===== src/rtl/seq_tx_pkg.sv =====
// seq_tx_pkg
// Shared types and default sizing for the serial pattern transmitter.
//   seq_tx_state_t      : FSM state encoding (2 bits)
//   SEQ_TX_PAT_W_DEF    : default pattern length in symbols
//   SEQ_TX_DIV_W_DEF    : default width of the bit-period field
package seq_tx_pkg;

   typedef enum logic [1:0] {
      ST_IDLE = 2'd0,
      ST_SEND = 2'd1,
      ST_DONE = 2'd2
   } seq_tx_state_t;

   localparam int SEQ_TX_PAT_W_DEF = 4;
   localparam int SEQ_TX_DIV_W_DEF = 8;

endpackage


===== src/rtl/seq_bit_timer.sv =====
// seq_bit_timer
// Loadable down-counter that times the hold of one symbol. Loading value P
// makes tc go high P+1 clocks later (P clocks of countdown plus the cycle
// spent at zero). The counter parks at zero rather than wrapping.
// Ports:
//   clk       : clock, rising edge
//   reset     : asynchronous, active-high
//   load      : load load_val this cycle (takes priority over counting)
//   load_val  : DIV_W-bit reload value
//   tc        : terminal count, high while the counter is zero
module seq_bit_timer #(
   parameter int DIV_W = 8
) (
   input  logic             clk,
   input  logic             reset,
   input  logic             load,
   input  logic [DIV_W-1:0] load_val,
   output logic             tc
);

   logic [DIV_W-1:0] count;

   always_ff @(posedge clk or posedge reset) begin
      if (reset) begin
         count <= '0;
      end else if (load) begin
         count <= load_val;
      end else if (count != '0) begin
         count <= count - DIV_W'(1);
      end
   end

   assign tc = (count == '0);

endmodule


===== src/rtl/seq_pattern_tx.sv =====
// seq_pattern_tx
// Serial pattern transmitter for the two-button sequence interface. Sends a
// PAT_W-bit code MSB-first as one-hot symbols: p1 for a 1, p2 for a 0. Each
// symbol is held for bit_period+1 clocks with no gap between symbols.
// Ports:
//   clk         : clock, rising edge
//   reset       : asynchronous, active-high
//   start       : transmission request, sampled only in IDLE
//   pattern     : code to send, MSB first, latched on accept
//   bit_period  : extra hold clocks per symbol, latched on accept
//   repeat_en   : (SEQ_TX_REPEAT_EN only) restart the pattern seamlessly
//                 when high at the end of the last symbol
//   p1, p2      : registered symbol lines, never both high
//   busy        : high while a symbol is on the lines
//   done        : one-cycle pulse after the last symbol
// Build option: define SEQ_TX_REPEAT_EN to add repeat_en and the reload path.
//
// state    | meaning
// ---------+---------------------------------------------------------
// ST_IDLE  | lines low, waiting for start
// ST_SEND  | driving the current symbol, hold timer running
// ST_DONE  | lines low, done pulsed for one cycle
module seq_pattern_tx
   import seq_tx_pkg::*;
#(
   parameter int PAT_W = SEQ_TX_PAT_W_DEF,
   parameter int DIV_W = SEQ_TX_DIV_W_DEF
) (
   input  logic             clk,
   input  logic             reset,
   input  logic             start,
   input  logic [PAT_W-1:0] pattern,
   input  logic [DIV_W-1:0] bit_period,
`ifdef SEQ_TX_REPEAT_EN
   input  logic             repeat_en,
`endif
   output logic             p1,
   output logic             p2,
   output logic             busy,
   output logic             done
);

   localparam int                IDX_W    = $clog2(PAT_W);
   localparam logic [IDX_W-1:0] IDX_LAST = IDX_W'(PAT_W - 1);

   seq_tx_state_t    state;
   logic [PAT_W-1:0] shift_q;
   logic [PAT_W-1:0] shift_nxt;
   logic [DIV_W-1:0] period_q;
   logic [IDX_W-1:0] idx_q;
   logic             last_sym;
   logic             wrap;
   logic             tmr_load;
   logic [DIV_W-1:0] tmr_val;
   logic             tmr_tc;
`ifdef SEQ_TX_REPEAT_EN
   logic [PAT_W-1:0] pattern_q;
`endif

   seq_bit_timer #(
      .DIV_W(DIV_W)
   ) u_bit_timer (
      .clk      (clk),
      .reset    (reset),
      .load     (tmr_load),
      .load_val (tmr_val),
      .tc       (tmr_tc)
   );

   assign shift_nxt = shift_q << 1;
   assign last_sym  = (idx_q == IDX_LAST);

`ifdef SEQ_TX_REPEAT_EN
   assign wrap = repeat_en;
`else
   assign wrap = 1'b0;
`endif

   // Timer is reloaded on accept (from the live input, since the latch
   // happens on the same edge) and at every symbol boundary that is
   // followed by another symbol.
   always_comb begin
      tmr_load = 1'b0;
      tmr_val  = period_q;
      case (state)
         ST_IDLE: begin
            if (start) begin
               tmr_load = 1'b1;
               tmr_val  = bit_period;
            end
         end
         ST_SEND: begin
            if (tmr_tc && (!last_sym || wrap)) begin
               tmr_load = 1'b1;
            end
         end
         default: begin
            tmr_load = 1'b0;
         end
      endcase
   end

   always_ff @(posedge clk or posedge reset) begin
      if (reset) begin
         state     <= ST_IDLE;
         shift_q   <= '0;
         period_q  <= '0;
         idx_q     <= '0;
         p1        <= 1'b0;
         p2        <= 1'b0;
         busy      <= 1'b0;
         done      <= 1'b0;
`ifdef SEQ_TX_REPEAT_EN
         pattern_q <= '0;
`endif
      end else begin
         case (state)
            ST_IDLE: begin
               p1   <= 1'b0;
               p2   <= 1'b0;
               busy <= 1'b0;
               done <= 1'b0;
               if (start) begin
                  shift_q   <= pattern;
                  period_q  <= bit_period;
                  idx_q     <= '0;
`ifdef SEQ_TX_REPEAT_EN
                  pattern_q <= pattern;
`endif
                  p1        <= pattern[PAT_W-1];
                  p2        <= ~pattern[PAT_W-1];
                  busy      <= 1'b1;
                  state     <= ST_SEND;
               end
            end
            ST_SEND: begin
               if (tmr_tc) begin
                  if (!last_sym) begin
                     shift_q <= shift_nxt;
                     idx_q   <= idx_q + IDX_W'(1);
                     p1      <= shift_nxt[PAT_W-1];
                     p2      <= ~shift_nxt[PAT_W-1];
`ifdef SEQ_TX_REPEAT_EN
                  end else if (wrap) begin
                     shift_q <= pattern_q;
                     idx_q   <= '0;
                     p1      <= pattern_q[PAT_W-1];
                     p2      <= ~pattern_q[PAT_W-1];
`endif
                  end else begin
                     p1    <= 1'b0;
                     p2    <= 1'b0;
                     busy  <= 1'b0;
                     done  <= 1'b1;
                     state <= ST_DONE;
                  end
               end
            end
            ST_DONE: begin
               done  <= 1'b0;
               state <= ST_IDLE;
            end
            default: begin
               p1    <= 1'b0;
               p2    <= 1'b0;
               busy  <= 1'b0;
               done  <= 1'b0;
               state <= ST_IDLE;
            end
         endcase
      end
   end

endmodule


===== config.mk =====
export PLATFORM = sky130hd
export DESIGN_NAME = seq_pattern_tx
export DESIGN_NICKNAME = d
export VERILOG_FILES = /design/src/rtl/seq_tx_pkg.sv /design/src/rtl/seq_bit_timer.sv /design/src/rtl/seq_pattern_tx.sv
export SDC_FILE = /design/constraint.sdc
export NUM_CORES = 1
export LEC_CHECK = 0
export ABC_AREA = 1
export ABC_CLOCK_PERIOD_IN_PS = 4160
export CAP_MARGIN = 20
export CORE_ASPECT_RATIO = 0.75
export CORE_MARGIN = 8
export CORE_UTILIZATION = 52
export CTS_CLUSTER_DIAMETER = 30
export DETAILED_ROUTE_END_ITERATION = 12
export PLACE_DENSITY = 0.76
export SYNTH_ARGS = -nofsm -noshare
export SYNTH_HDL_FRONTEND = slang
export SYNTH_SLANG_ARGS = --single-unit

===== constraint.sdc =====
create_clock -name clk -period 4.16 [get_ports clk]
set_clock_uncertainty 0.15 [all_clocks]
set_input_delay 0.832 -clock clk [delete_from_list [all_inputs] [get_ports clk]]
set_output_delay 0.832 -clock clk [all_outputs]
set_load 0.01 [all_outputs]

# --- Yosys cells after proc, flatten, opt, wreduce, memory -nomap -nowiden ---
# Cells that the tools add are included.
totals:
  output_inout_bits: 4
  reg_bits: 27
classes:
  n_eq_ne: 7
  reduce_logical: 12
  n_addsub: 2
  n_mux: 33
  bitwise_logic: 3
op_table:
  columns: ["op", "count"]
  rows:
  - ["two-way mux 8 bit", 4]
  - ["two-way mux 1 bit", 13]
  - ["two-way mux 2 bit", 6]
  - ["two-way mux 3 bit", 3]
  - ["one-hot mux 1 bit (3 select lines)", 3]
  - ["zero test 8 bit", 1]
  - ["inequality test 2 bit (second input constant)", 4]
  - ["one-hot mux 2 bit (2 select lines)", 2]
  - ["nonzero test 8 bit", 1]
  - ["subtractor 8 x 1 -> 8 bit (second input constant)", 1]
  - ["one-hot mux 3 bit (2 select lines)", 1]
  - ["AND reduction 3 bit", 2]
  - ["== test 2 bit (second input constant)", 2]
  - ["AND reduction 2 bit", 2]
  - ["AND reduction 4 bit", 1]
  - ["nonzero test 2 bit", 2]
  - ["inverter 1 bit", 3]
  - ["adder 2 x 1 -> 2 bit (second input constant)", 1]
  - ["== test 2 x 1 -> 1 bit (second input constant)", 1]
  - ["zero test 2 bit", 1]
  - ["one-hot mux 1 bit (2 select lines)", 1]
  - ["logical AND 1 bit", 1]
  - ["zero test 1 bit", 1]

# --- Longest topological paths before layout ---
# Gate-level depths: netlist (run 1).
logic_depth:
  ltp_word: 6
  ltp_mapped: 9
  depth_no_buf: 9

# --- Modules after synthesis ---
# From an unflattened synthesis (run 1), not the netlist that was laid out.
hier_totals:
  hier_cells: 186
  area_unflattened_um2: 1448.9
by_module_without_submodules:
  columns: ["mod", "area_each_um2", "n_inst", "seq_area_each_um2", "cells_per_inst"]
  rows:
  - ["seq_pattern_tx", 918.4, 1, 475.5, 115]
  - ["seq_bit_timer", 530.5, 1, 200.2, 71]

# --- Worst setup path after synthesis (run 1) ---
# Ideal clock, no wire load.
synth_timing:
  path_type: "input -> register"
  start: "in start"
  end: "reg u_bit_timer.count[4]"
  t_required_ps: 3897
  cell_stages: 7
  arrival_time_ps: 1458
  path_slack_ps: 2439
  path_cell_list: "nand3_2 inv_2 buf_4 a21oi_2 nand2_1 nand2_1 inv_1"
synth_via:
  elab_chain_len: 3
synth_rtl:
  columns: ["element", "line_no", "source"]
  rows:
  - ["start: declaration", "seq_pattern_tx.sv:31", "input logic start,"]
  - ["two-way mux 1 bit or two-way mux 8 bit (tied branches)", null, null]
  - ["one-hot mux 1 bit (2 select lines) or two-way mux 8 bit (tied branches)", null, null]
  - ["two-way mux 8 bit or nonzero test 2 bit (tied branches)", null, null]
  - ["end signal: assignment", "seq_bit_timer.sv:27", "count <= load_val;"]
  - ["end signal: assignment", "seq_bit_timer.sv:29", "count <= count - DIV_W'(1);"]
  - ["end: declaration", "seq_bit_timer.sv:21", "logic [DIV_W-1:0] count;"]
# Several ways; a longest one is shown, not always the timed one.
# A chain may end at the register's enable or synchronous reset.

# --- Worst setup path after layout (run 1) ---
layout_timing:
  start: "reg p2"
  end: "out p2"
layout_lines:
  columns: ["element", "line_no", "source"]
  rows:
  - ["start: declaration", "seq_pattern_tx.sv:38", "output logic p2,"]
  - ["start signal: assignment", "seq_pattern_tx.sv:131", "p2 <= ~pattern[PAT_W-1];"]
  - ["start signal: assignment", "seq_pattern_tx.sv:142", "p2 <= ~shift_nxt[PAT_W-1];"]
# No word-level cell between the ends.

==> run_results.csv, run 1 <==
group,metric,value,unit
status,status,"completed",
clocking,hold_buffers,0,
setup_path,cp-start-kind,"flip-flop",
worst_hold_path,min_path_type,"flip-flop to flip-flop",
pwr,power_density,567,nW/um2
routing,viasPerCell,4.90,
worst_hold_path,min_to,"idx_q[1]",
pwr,p_leak,0.000879,uW
clocking,cts.sink_count,27,
setup_path,max_stage_delay,540,ps
setup_path,cpMaxStageDelayCell,"clkdlybuf4s50_1",
timing,rsz0062_at_grt,"no",
synth,syn_inst,176,
clocking,clkTransAtPathRegs,150,ps
floorplanning,fp-row-count,16,
global_route,antenna_found_initial,0,
routing,wl_per_cell,12.3,um
layout,finalInstanceArea,1660,um2
routing,drt_iter0_markers,54,
setup_path,crit_family,"buffers and inverters",
global_route,grt_use_total,13.0,%
synth,synth_flop_cell,"dfrtp_1",
synth,synth_warnings,0,
synth,async_flop_share,100,%
timing,worst_pin_slew,384,ps
clocking,cts_setup_buffers,0,
timing,tns,0,ps
synth,synth_area_per_cell,7.96,um2
clocking,clk-insertion-delay-late,340,ps
timing,slew_violations,0,
routing,dr.pass1.iters,4,
timing,hold_violations,0,
clocking,post_cts_resized,0,
setup_path,cp-end-kind,"primary output",
layout,seq_area,676,um2
synth,ys_seq_area_share,48.2,%
clocking,root_buffer,"clkbuf_4",
timing,setup_viol_count_final,0,
timing,min_period,2240,ps
pwr,vdd_drop_max,0.284,mV
synth,synth_fp_nets,194,
layout,nFillCells,225,
place,hpwl,2.16,mm
setup_path,reg2regPathDepth,8,
place,portBuffers,18,
pwr,finalPower,940,uW
timing,slew_headroom,74.3,%
synth,syn_area,1400,um2
setup_path,crit_type,"flip-flop to primary output",
setup_path,cp_cell_sequence,"clkdlybuf4s50_1",
global_route,grt_pass1_vias,1136,
synth,ys_top_cells_by_count,"nand2_1 (70), dfrtp_1 (27), inv_1 (18), nand3_1 (13), nor2_1 (9)",
synth,synth.most_common_cell,"nand2_1",
layout,antenna_cells,0,
timing,period_share,53.9,%
clocking,clk_path_buf_depth,2,
layout,multi_input_area,619,um2
place,place_congestion,0.791,
setup_path,worst_r2r_startpoint,"state[0]",
floorplanning,die_area,4630,um2
floorplanning,dieHeight,61.0,um
clocking,cts_tree,"yes",
clocking,numCtsBuffers,3,
layout,final_util,64.2,%
synth,synth.area.top_cells,"dfrtp_1 (48%), nand2_1 (19%), inv_1 (4.8%)",
global_route,grt_overflow_total,0,
synth,synth_edf_count,0,
floorplanning,start_util,54.3,%
routing,drc,0,
global_route,grt_max_degree,28,
floorplanning,ios,19,
setup_path,worst-path-max-fanout,2,
layout,area_growth,18.3,%
layout,fin_nets,215,
global_route,grt_pass1_wl,4.87,mm
worst_hold_path,min_from,"idx_q[1]",
routing,routed_wl,2.86,mm
setup_path,worst_ep_arrival_time,1260,ps
clocking,h-tree-depth,1,
synth,ys_ff_latch,27,
routing,vias,1137,
timing,fmax,0.446,GHz
synth,synth_cell_types,24,
synth,yosysTopAreaCell,"dfrtp_1",
floorplanning,coreArea,2580,um2
setup_path,reg2reg_slack,2450,ps
layout,drive_above_1_share,11.7,%
setup_path,cp_num_buf_inv,1,
synth,synthDominantCellAreaShare,48.2,%
flow_run,cap_violations,0,
place,place_area,1600,um2
floorplanning,dieWidth,75.9,um
routing,ant_nets,0,
worst_hold_path,hold-path-cell-count,2,
setup_path,worstPathRequired,3180,ps
setup_path,timing.rr.end,"u_bit_timer.count[0]",
[sequential cells by signal, summed over array words and instances (netlist names), 2 cells and up]
signal             flops
period_q               8
u_bit_timer.count      8
idx_q                  2
state                  2
shift_q                3
[power breakdown]
| part | switching [uW] | total, uW | leakage [uW] | internal, uW |
|---|---|---|---|---|
| Clock | 78.7 | 115 | 0.0000177 | 36.2 |
| Sequential | 70.5 | 437 | 0.000329 | 367 |
| Combinational | 212 | 388 | 0.000532 | 175 |
| Total | 362 | 940 | 0.000879 | 578 |
[routing by layer]
metal	track usage, %	share of wire (%)	routed length [um]	up-vias
li1	-	-	-	584
met1	15.4	47	1360	521
met2	23.0	47	1340	27
met3	3.85	4.8	137	5
met4	3.33	0.77	22	0
met5	0	0	0	-
[cells by family after synthesis]
kind of cell,after synthesis,share of synthesized area [%]
flops,27,48.2
fa+ha+maj,3,2.68
compound gates,16,6.70
xor+xnor,1,0.625
buf+inv,25,7.59
simple gates,104,34.2
[cell usage in the layout, fill, tap and decap left out]
cell	count
nor2_4	2
inv_2	4
nor2_8	1
nand2_2	2
inv_1	18
clkdlybuf4s50_1	18
clkinv_2	1
nor2_1	9
ha_1	3
o21a_1	1
o21ai_1	6
nand2_1	70
nand4_1	1
o21ai_0	4
xnor2_1	1
nand2_4	3
buf_16	1
nand3_1	13
dfrtp_1	27
a21oi_1	2
nor2_2	2
nand3_2	1
clkbuf_4	3
o21ai_2	2
a21oi_2	1
[layout make-up]
type / instances / area share (%)
tap: 36 / 2.72
sequential: 27 / 40.8
multi-input combinational: 124 / 37.4
clock buffer: 3 / 1.36
clock inverter: 1 / 0.302
timing repair buffer: 19 / 12.5
inverter: 22 / 4.98
[worst max path at each step]
stage	from	to	depth (start not counted)
4_1_cts	done	done	1
3_5_place_dp	start	u_bit_timer.count[0]	8
5_1_grt	start	u_bit_timer.count[0]	8
3_3_place_gp	start	u_bit_timer.count[0]	8
6_report	p2	p2	1
2_1_floorplan	start	u_bit_timer.count[4]	7
[metrics by stage]
step | std cells | hold slack, ps | setup slack, ps
after floorplan | 176 | 295 | 2440
after global placement | 227 | 308 | 1660
after detailed placement | 227 | 315 | 1620
after CTS | 231 | 352 | 1910
after global routing | 232 | 371 | 1850
final | 232 | 349 | 1920
(Power assumes the default switching activity.)
==> run 2, diff against run 1 <==
--- a/config.mk
+++ b/config.mk
@@ -6,14 +6,14 @@
 export NUM_CORES = 1
 export LEC_CHECK = 0
 export ABC_AREA = 1
-export ABC_CLOCK_PERIOD_IN_PS = 4160
+export ABC_CLOCK_PERIOD_IN_PS = 1870
 export CAP_MARGIN = 20
 export CORE_ASPECT_RATIO = 0.75
 export CORE_MARGIN = 8
-export CORE_UTILIZATION = 52
+export CORE_UTILIZATION = 48
 export CTS_CLUSTER_DIAMETER = 30
 export DETAILED_ROUTE_END_ITERATION = 12
-export PLACE_DENSITY = 0.76
+export PLACE_DENSITY = 0.74
 export SYNTH_ARGS = -nofsm -noshare
 export SYNTH_HDL_FRONTEND = slang
 export SYNTH_SLANG_ARGS = --single-unit
==> constraint.sdc (replaced) <==
create_clock -name clk -period 1.87 [get_ports clk]
set_clock_uncertainty 0.15 [all_clocks]
set_input_delay 0.374 -clock clk [delete_from_list [all_inputs] [get_ports clk]]
set_output_delay 0.374 -clock clk [all_outputs]
set_load 0.01 [all_outputs]
==> run_results.csv, run 2 (same netlist as run 1, synthesis figures left out) <==
group,metric,value,unit
status,status,"completed",
setup_path,worst-path-max-fanout,2,
place,place_area,1630,um2
clocking,cts.sink_count,27,
routing,routed_wl,2.94,mm
clocking,cts_tree,"yes",
routing,drc,0,
global_route,antenna_found_initial,0,
pwr,vdd_drop_max,0.534,mV
timing,slew_violations,0,
setup_path,max_stage_delay,540,ps
layout,finalInstanceArea,1670,um2
setup_path,worst_ep_arrival_time,1190,ps
clocking,root_buffer,"clkbuf_8",
layout,fin_nets,217,
pwr,power_density,1310,nW/um2
floorplanning,coreArea,2870,um2
timing,worst_pin_slew,345,ps
place,portBuffers,18,
timing,setup_viol_count_final,0,
floorplanning,die_area,4920,um2
place,hpwl,2.31,mm
pwr,finalPower,2200,uW
setup_path,worstPathRequired,1350,ps
setup_path,timing.rr.end,"u_bit_timer.count[4]",
setup_path,reg2reg_slack,270,ps
timing,period_share,91.5,%
clocking,cts_setup_buffers,0,
timing,min_period,1710,ps
layout,mostFrequentLayoutCell,"nand2_1",
setup_path,cpMaxStageDelayCell,"clkdlybuf4s50_1",
setup_path,cp_cell_sequence,"clkdlybuf4s50_1",
clocking,clk_path_buf_depth,2,
clocking,clkTransAtPathRegs,90,ps
global_route,grt_use_total,12.9,%
timing,fmax,0.584,GHz
setup_path,cp-end-kind,"primary output",
global_route,grt_pass1_wl,5.25,mm
setup_path,crit_cells,1,
floorplanning,start_util,48.8,%
timing,hold_violations,0,
clocking,hold_buffers,0,
setup_path,crit_type,"flip-flop to primary output",
timing,tns,0,ps
layout,largest_registers,"period_q (8), u_bit_timer.count (8), shift_q (3)",
pwr,p_leak,0.000888,uW
place,place_congestion,0.903,
floorplanning,ios,19,
setup_path,crit_family,"buffers and inverters",
global_route,grt_max_degree,28,
timing,slew_headroom,77.0,%
flow_run,cap_violations,0,
routing,ant_nets,0,
routing,viasPerCell,4.80,
routing,drt_iter0_markers,84,
global_route,grt_pass1_vias,1182,
floorplanning,dieHeight,62.8,um
clocking,clk-insertion-delay-late,270,ps
floorplanning,fp-row-count,17,
timing,rsz0062_at_grt,"no",
floorplanning,dieWidth,78.4,um
clocking,post_cts_resized,0,
clocking,h-tree-depth,1,
setup_path,worst_r2r_startpoint,"u_bit_timer.count[1]",
routing,wl_per_cell,12.5,um
worst_hold_path,min_path_type,"input port to asynchronous set/reset pin",
layout,layout_common_cells,"nand2_1 (70), dfrtp_1 (27), inv_1 (18), clkdlybuf4s50_1 (18), nand3_1 (13)",
setup_path,reg2regPathDepth,9,
setup_path,cp_num_buf_inv,1,
routing,vias,1132,
layout,area_growth,19.5,%
routing,dr.pass1.iters,4,
clocking,numCtsBuffers,3,
layout,antenna_cells,0,
layout,drive_above_1_share,12.6,%
setup_path,timing.critical_path.from,"done",
global_route,grt_overflow_total,0,
setup_path,cp-start-kind,"flip-flop",
[run 2: cell types whose count changed in the layout (fill, tap and decap cells not counted), sizes merged]
cell and change:
buf +2
[run 2: layout make-up]
type / count / area, um2
repair buffers: 21 / 203
well taps: 38 / 47.5
flip-flops and latches: 27 / 676
clock inverters: 1 / 5.00
fillers: 263 / 1200
multi-input cells: 124 / 619
clock buffers: 3 / 41.3
inverters: 22 / 82.6
[run 2: worst max path at each step]
stage | slack [ps] | end
floorplan | 370 | shift_q[2]
global placement | 90 | u_bit_timer.count[0]
detailed placement | 30 | u_bit_timer.count[0]
CTS | 130 | done
global route | 100 | done
finish | 160 | done
[run 2: power by group]
group	total (uW)	internal [uW]	switching, uW
combinational	893	401	493
sequential	969	816	153
clock	335	149	185
[run 2: per-layer routing]
metal / up-vias / part of all wire, % / GRT usage [%]
met5: - / 0 / 0
met4: 0 / 0.61 / 2.07
met3: 2 / 3.4 / 4.31
met2: 20 / 45 / 21.1
met1: 525 / 51 / 16.4
li1: 585 / - / -
[run 2: stage by stage]
stage          hold WS [ps]  instances  setup slack [ps]  util (%)
5_1_grt                 354        236               102      58.3
2_1_floorplan           277        176               373         -
6_report                308        236               158      58.3
3_5_place_dp            312        232              32.4      56.7
3_3_place_gp            311        232              88.1      56.7
4_1_cts                 318        236               126      58.3
